===== config.mk =====
export PLATFORM = sky130hd
export DESIGN_NAME = fltr_run_len_flat
export DESIGN_NICKNAME = d
export VERILOG_FILES = /design/src/rtl/fltr_run_len_pkg.sv /design/src/rtl/fltr_run_len_if.sv /design/src/rtl/fltr_rle_fifo.sv /design/src/rtl/fltr_run_len.sv /design/src/flat_wrapper.sv
export SDC_FILE = /design/constraint.sdc
export NUM_CORES = 1
export LEC_CHECK = 0
export BUFFER_PORTS_ARGS = -buffer_cell sky130_fd_sc_hd__buf_2
export CORE_MARGIN = 2
export CORE_UTILIZATION = 50
export CTS_CLUSTER_DIAMETER = 100
export DETAILED_ROUTE_END_ITERATION = 6
export HOLD_SLACK_MARGIN = 0.05
export PLACE_DENSITY = 0.72
export SLEW_MARGIN = 30
export SYNTH_ARGS = -nofsm -noshare
export SYNTH_HDL_FRONTEND = slang
export SYNTH_SLANG_ARGS = --single-unit

===== constraint.sdc =====
create_clock -name clk -period 2.6 [get_ports clk]
set_input_delay 0.52 -clock clk [delete_from_list [all_inputs] [get_ports clk]]
set_output_delay 0.52 -clock clk [all_outputs]
set_load 0.005 [all_outputs]

===== src/rtl/fltr_run_len_pkg.sv =====
// fltr_run_len_pkg: shared widths and the default-width run record for the run-length measurer
package fltr_run_len_pkg;
  localparam int RLE_CNT_W_DEF = 16;
  localparam int RLE_DEPTH_DEF = 4;
  typedef struct packed {
    logic                     level;
    logic [RLE_CNT_W_DEF-1:0] len;
    logic                     sat;
  } rle_rec_t;
endpackage


===== src/rtl/fltr_run_len_if.sv =====
// fltr_run_len_if: record output channel (out_valid/out_ready, level, len, sat); master drives the record, slave returns ready
interface fltr_run_len_if import fltr_run_len_pkg::*; #(parameter int CNT_W = RLE_CNT_W_DEF);
  logic             out_ready;
  logic             out_valid;
  logic             out_level;
  logic [CNT_W-1:0] out_len;
  logic             out_sat;
  modport master (input out_ready, output out_valid, out_level, out_len, out_sat);
  modport slave (output out_ready, input out_valid, out_level, out_len, out_sat);
endinterface


===== src/rtl/fltr_rle_fifo.sv =====
// fltr_rle_fifo: sync record FIFO (clk, reset, push/din, pop/dout, empty, full, count); dout reads 0 when empty
module fltr_rle_fifo import fltr_run_len_pkg::*; #(
  parameter int W     = RLE_CNT_W_DEF + 2,
  parameter int DEPTH = RLE_DEPTH_DEF
) (
  input  logic                     clk,
  input  logic                     reset,
  input  logic                     push,
  input  logic [W-1:0]             din,
  input  logic                     pop,
  output logic [W-1:0]             dout,
  output logic                     empty,
  output logic                     full,
  output logic [$clog2(DEPTH):0]   count
);
  localparam int AW = $clog2(DEPTH);
  localparam int CW = AW + 1;
  logic [W-1:0]  mem [DEPTH];
  logic [AW-1:0] wp, rp;
  always_comb begin
    empty = count == '0;
    full  = count == CW'(DEPTH);
    dout  = empty ? '0 : mem[rp];
  end
  always_ff @(posedge clk)
    if (push) mem[wp] <= din;
  always_ff @(posedge clk) begin
    if (reset) begin
      wp    <= '0;
      rp    <= '0;
      count <= '0;
    end else begin
      if (push) wp <= wp + 1'b1;
      if (pop) rp <= rp + 1'b1;
      count <= count + CW'(push) - CW'(pop);
    end
  end
endmodule


===== src/rtl/fltr_run_len.sv =====
// fltr_run_len: measures constant-level runs of in (clk, reset, in, o record channel, fifo_cnt, sticky ovf); RLE_TIMEOUT_EN splits runs at max length
module fltr_run_len import fltr_run_len_pkg::*; #(
  parameter int CNT_W = RLE_CNT_W_DEF,
  parameter int DEPTH = RLE_DEPTH_DEF
) (
  input  logic                   clk,
  input  logic                   reset,
  input  logic                   in,
  fltr_run_len_if.master         o,
  output logic [$clog2(DEPTH):0] fifo_cnt,
  output logic                   ovf
);
  typedef struct packed {
    logic             level;
    logic [CNT_W-1:0] len;
    logic             sat;
  } rec_t;
  localparam logic [CNT_W-1:0] MAX = '1;
  logic             cur_level, sat, diff, at_max, tmo, push_req, push, pop, full, empty;
  logic [CNT_W-1:0] run_len;
  rec_t             rec, head;
  always_comb begin
    diff     = in != cur_level;
    at_max   = run_len == MAX;
`ifdef RLE_TIMEOUT_EN
    tmo      = !diff && at_max;
`else
    tmo      = 1'b0;
`endif
    // a timeout record is {level, MAX, 1}, which is exactly the live state at that moment
    rec      = '{level: cur_level, len: run_len, sat: sat};
    push_req = (diff && run_len != '0) || tmo;
    pop      = !empty && o.out_ready;
    push     = push_req && (!full || pop);
  end
  always_ff @(posedge clk) begin
    if (reset) begin
      cur_level <= 1'b0;
      run_len   <= '0;
      sat       <= 1'b0;
      ovf       <= 1'b0;
    end else begin
      ovf <= ovf | (push_req && !push);
      if (diff || tmo) begin
        cur_level <= in;
        run_len   <= CNT_W'(1);
        sat       <= 1'b0;
      end else begin
        run_len <= at_max ? MAX : run_len + 1'b1;
        sat     <= sat | (run_len == MAX - 1'b1);
      end
    end
  end
  fltr_rle_fifo #(.W($bits(rec_t)), .DEPTH(DEPTH)) u_fifo (
    .clk   (clk),
    .reset (reset),
    .push  (push),
    .din   (rec),
    .pop   (pop),
    .dout  (head),
    .empty (empty),
    .full  (full),
    .count (fifo_cnt)
  );
  assign o.out_valid = !empty;
  assign o.out_level = head.level;
  assign o.out_len   = head.len;
  assign o.out_sat   = head.sat;
endmodule


===== src/flat_wrapper.sv =====
// flat-port wrapper written by rule: the top's interface ports become plain ports
module fltr_run_len_flat import fltr_run_len_pkg::*;
#(
  parameter int CNT_W = RLE_CNT_W_DEF,
  parameter int DEPTH = RLE_DEPTH_DEF
)
  (clk, reset, in, fifo_cnt, ovf, o_out_ready, o_out_valid, o_out_level, o_out_len, o_out_sat);
  fltr_run_len_if #(.CNT_W(CNT_W)) o_i ();
  input  logic clk;
  input  logic reset;
  input  logic in;
  output logic [$clog2(DEPTH):0] fifo_cnt;
  output logic ovf;
  input wire logic [$bits(o_i.out_ready)-1:0] o_out_ready;
  output wire logic [$bits(o_i.out_valid)-1:0] o_out_valid;
  output wire logic [$bits(o_i.out_level)-1:0] o_out_level;
  output wire logic [$bits(o_i.out_len)-1:0] o_out_len;
  output wire logic [$bits(o_i.out_sat)-1:0] o_out_sat;
  assign o_i.out_ready = o_out_ready;
  assign o_out_valid = o_i.out_valid;
  assign o_out_level = o_i.out_level;
  assign o_out_len = o_i.out_len;
  assign o_out_sat = o_i.out_sat;
  fltr_run_len #(.CNT_W(CNT_W), .DEPTH(DEPTH)) u_core (.clk(clk), .reset(reset), .in(in), .o(o_i), .fifo_cnt(fifo_cnt), .ovf(ovf));
endmodule

==> key figures <==
Outcome
  – Run status: finished, final reports clean

Worst setup path
  – Cell count of the worst reg-to-reg path: 11
  – WP data required: around 2.1 ns
  – Crit. End Element: output pin
  – Worst path arrival time: between 1.5 and 2 ns
  – Worst path max stage delay: about 0.57 ns
  – Setup crit start kind: flop
  – CP Class: reg -> out
  – Slowest CP cell: mux4_2
  – Crit path cell chain: buf_4 -> mux4_2 -> and2_1 -> buf_2
  – Worst reg2reg startpoint: u_core.run_len[0]
  – Reg-to-Reg End: u_core.u_fifo.count[1]
  – Worst Path Max Fanout: 18
  – Flop2flop setup slack: 0.26 ns

Synth
  – Synth area leader: edfxtp_1
  – Largest cells by area after synthesis: edfxtp_1 53%, dfxtp_1 14%, mux4_2 9.9%
  – Area of the mapped netlist: about 0.0041 mm²
  – Register area share after synthesis: 0.667
  – Post-synthesis register bit count: 100
  – Syn Nets: between 200 and 300
  – Mean post-synth cell area: around 15 µm²
  – Post-synth ARST share: 0
  – Distinct cells, synth: 36
  – Top FF cell, synth: edfxtp_1
  – Post-synth EDFFs: 72
  – Cell count after synthesis: 268
  – Yosys top cell area share: 0.529
  – Synth warn: 0

Cells and area
  – Fin cells: 418
  – Fill count: 640
  – Nets: ~330
  – Ant. Diodes: 0
  – Layout cells sized above 1: 0.266
  – Area grow syn2layout: 12.9%
  – Commonest cells after routing, fill and taps aside: 72 x edfxtp_1, 28 x dfxtp_1, 26 x buf_2
  – Commonest non-fill, non-tap cell in the layout: edfxtp_1

Detailed routing
  – Metal1 wirelength: between 3000 and 4000 µm
  – 1st-iter DRT viols: between 100 and 150
  – DRC Markers: 0
  – Detailed Routing Iterations Pass 1: 4
  – Via density: around 5.4
  – WL met2: between 3000 and 4000 µm
  – Met3 wire len: ~230 µm
  – Antenna viol nets, final: 0
  – WL/cell: approximately 17 µm
  – Via count: 2258
  – DR top layer: met4
  – Routed WL: just over 7000 µm

Power and ir drop
  – Leak: 1.63 nW
  – Logic pwr share: 0.238
  – Peak supply drop: 0.000354 V
  – Overall Power: between 3 and 4 mW
  – Seq pwr share: 0.520
  – Switching Fraction: 0.268
  – Int Pwr: roughly 2.6 mW
  – P_sw: ~0.95 mW
  – Clock Power Share: 0.243
  – Pwr per Cell Area: approximately 770 mW/mm²

Worst hold path
  – Destination of the worst hold path: u_core.cur_level
  – WHS Path Cells: 2
  – Hold Crit Start: in
  – Worst Hold Class: in -> reg

Clocking
  – Post CTS Setup Buffer Count: 0
  – Root buffer cell: clkbuf_8
  – Hold Buf Count CTS: 0
  – H-tree lvl count: 3
  – CTS tree: done
  – Clk_lat worst skew: between 0.3 and 0.4 ns
  – Clock buffer count from CTS: 9
  – Clock-pin slew on the worst setup and hold paths: around 0.090 ns
  – Post_cts resized: 0
  – Clock tree buffer depth: 2
  – Num Clock Sinks: 100

Placement
  – Placed Cells: ~400
  – Setup WS pre-CTS: approximately 0.12 ns
  – Port bufs: 26
  – GP Congestion: 0.843
  – DP HPWL: 4700 µm

GRT
  – Vias in the first global route: 2236
  – Grt ovf: 0
  – Antenna violations before repair: 0
  – First-pass GRT wire length: 11300 µm
  – Total track usage: 0.172
  – Largest net degree at the start of global routing: 21

STA
  – Hold slack: between 0.3 and 0.4 ns
  – Final setup vio count: 0
  – Setup repair after global routing missed its margin: false
  – Worst-margin pin slew: 0.625 ns
  – Fin crit period: around 2.4 ns
  – Post-route setup TNS: 0 ns
  – Fmax: 0.418 GHz
  – Slew HR: 0.583
  – Tcrit/Tclk final: 0.921
  – Fin. Hold Viols: 0
  – Fin. max-slew vios: 0
  – Final Worst Setup Slack: ~0.2 ns
  – Final Skew: between 0.009 and 0.01 ns

Floorplan
  – Die footprint: 0.00891 mm²
  – Cell row count: 32
  – IO Pins: 27
  – Initial core utilization: 0.523
  – Die H: 94.4 µm
  – Core area: between 0.007 and 0.008 mm²
  – Die X: roughly 94 µm

Job
  – Max-cap violation count: 0
[state kept, by name, indices dropped and copies added, names as in the netlist, named ones only]
| register | flops |
|---|---|
| u_core.cur_level | 1 |
| u_core.ovf | 1 |
| u_core.run_len | 16 |
| u_core.sat | 1 |
| u_core.u_fifo.count | 3 |
| u_core.u_fifo.mem | 72 |
| u_core.u_fifo.rp | 2 |
| u_core.u_fifo.wp | 2 |
[cells in the mapped netlist, types with 2 or more instances]
master,count
and3_1,2
a31oi_1,3
xnor2_1,10
clkbuf_1,10
a31o_2,2
and2_1,23
nor3_1,6
nor2b_1,3
mux2i_1,2
nand2_1,5
a21oi_1,13
dfxtp_1,28
inv_1,12
edfxtp_1,72
ha_1,9
nand3_1,6
buf_2,2
mux4_2,18
nor2_1,15
nand4_1,3
xor2_1,3
nand2b_1,3
nor4_1,5
[logic make-up after synthesis]
kind of cell               synth area share
muxes                                 0.107
buffers and inverters                0.0227
AOI/OAI and AO/OA                    0.0279
adders and majority gates            0.0325
and+or+nand+nor                       0.116
DFF                                   0.667
xor gates and xnor gates             0.0279
[power groups by stage]
| stage | Clock [mW] | Sequential, mW | Combinational [mW] |
|---|---|---|---|
| floorplan | 0 | 1.86 | 0.567 |
| global placement | 0 | 1.87 | 0.849 |
| detailed placement | 0 | 1.87 | 0.864 |
| CTS | 0.873 | 1.84 | 0.866 |
| global route | 0.923 | 1.85 | 0.934 |
| finish | 0.858 | 1.84 | 0.839 |
[critical path, delay by kind of cell (launching register included)]
kind	cells	cell delay [ns]
buffers and inverters	2	0.46
flip-flops	1	0.32
multiplexers	1	0.57
AND/OR/NAND/NOR	1	0.17
[metrics by stage]
step | instance area [µm²] | util
2_1_floorplan | 4080 | -
6_report | 4610 | 0.590
3_5_place_dp | 4440 | 0.569
5_1_grt | 4610 | 0.590
4_1_cts | 4610 | 0.590
3_3_place_gp | 4440 | 0.569
[routing by layer]
metal,track usage,vias to the layer above
li1,-,1079
met1,0.226,1135
met2,0.279,37
met3,0.0343,7
met4,0.0821,0
met5,0,-
[area by class of cell]
type	count	area (µm²)	share of cell area
well taps	102	128	0.0277
clock buffers	9	124	0.0269
multi-input cells	144	1270	0.275
flip-flops and latches	100	2720	0.591
inverters	12	45.0	0.00977
repair buffers	44	278	0.0603
clock inverters	7	43.8	0.00950
[how the worst max path moves through the flow]
stage | startpoint | endpoint | slack, ns
floorplan | u_core.run_len[0] | u_core.u_fifo.count[2] | 0.1
CTS | flop | o_out_len[8] | 0.15
finish | flop | o_out_len[8] | 0.21
global route | u_core.run_len[0] | u_core.u_fifo.count[1] | 0.08
detailed placement | o_out_ready | u_core.u_fifo.count[1] | 0.12
global placement | o_out_ready | u_core.u_fifo.count[1] | 0.16
No activity file was read; power rests on OpenSTA's default activity.
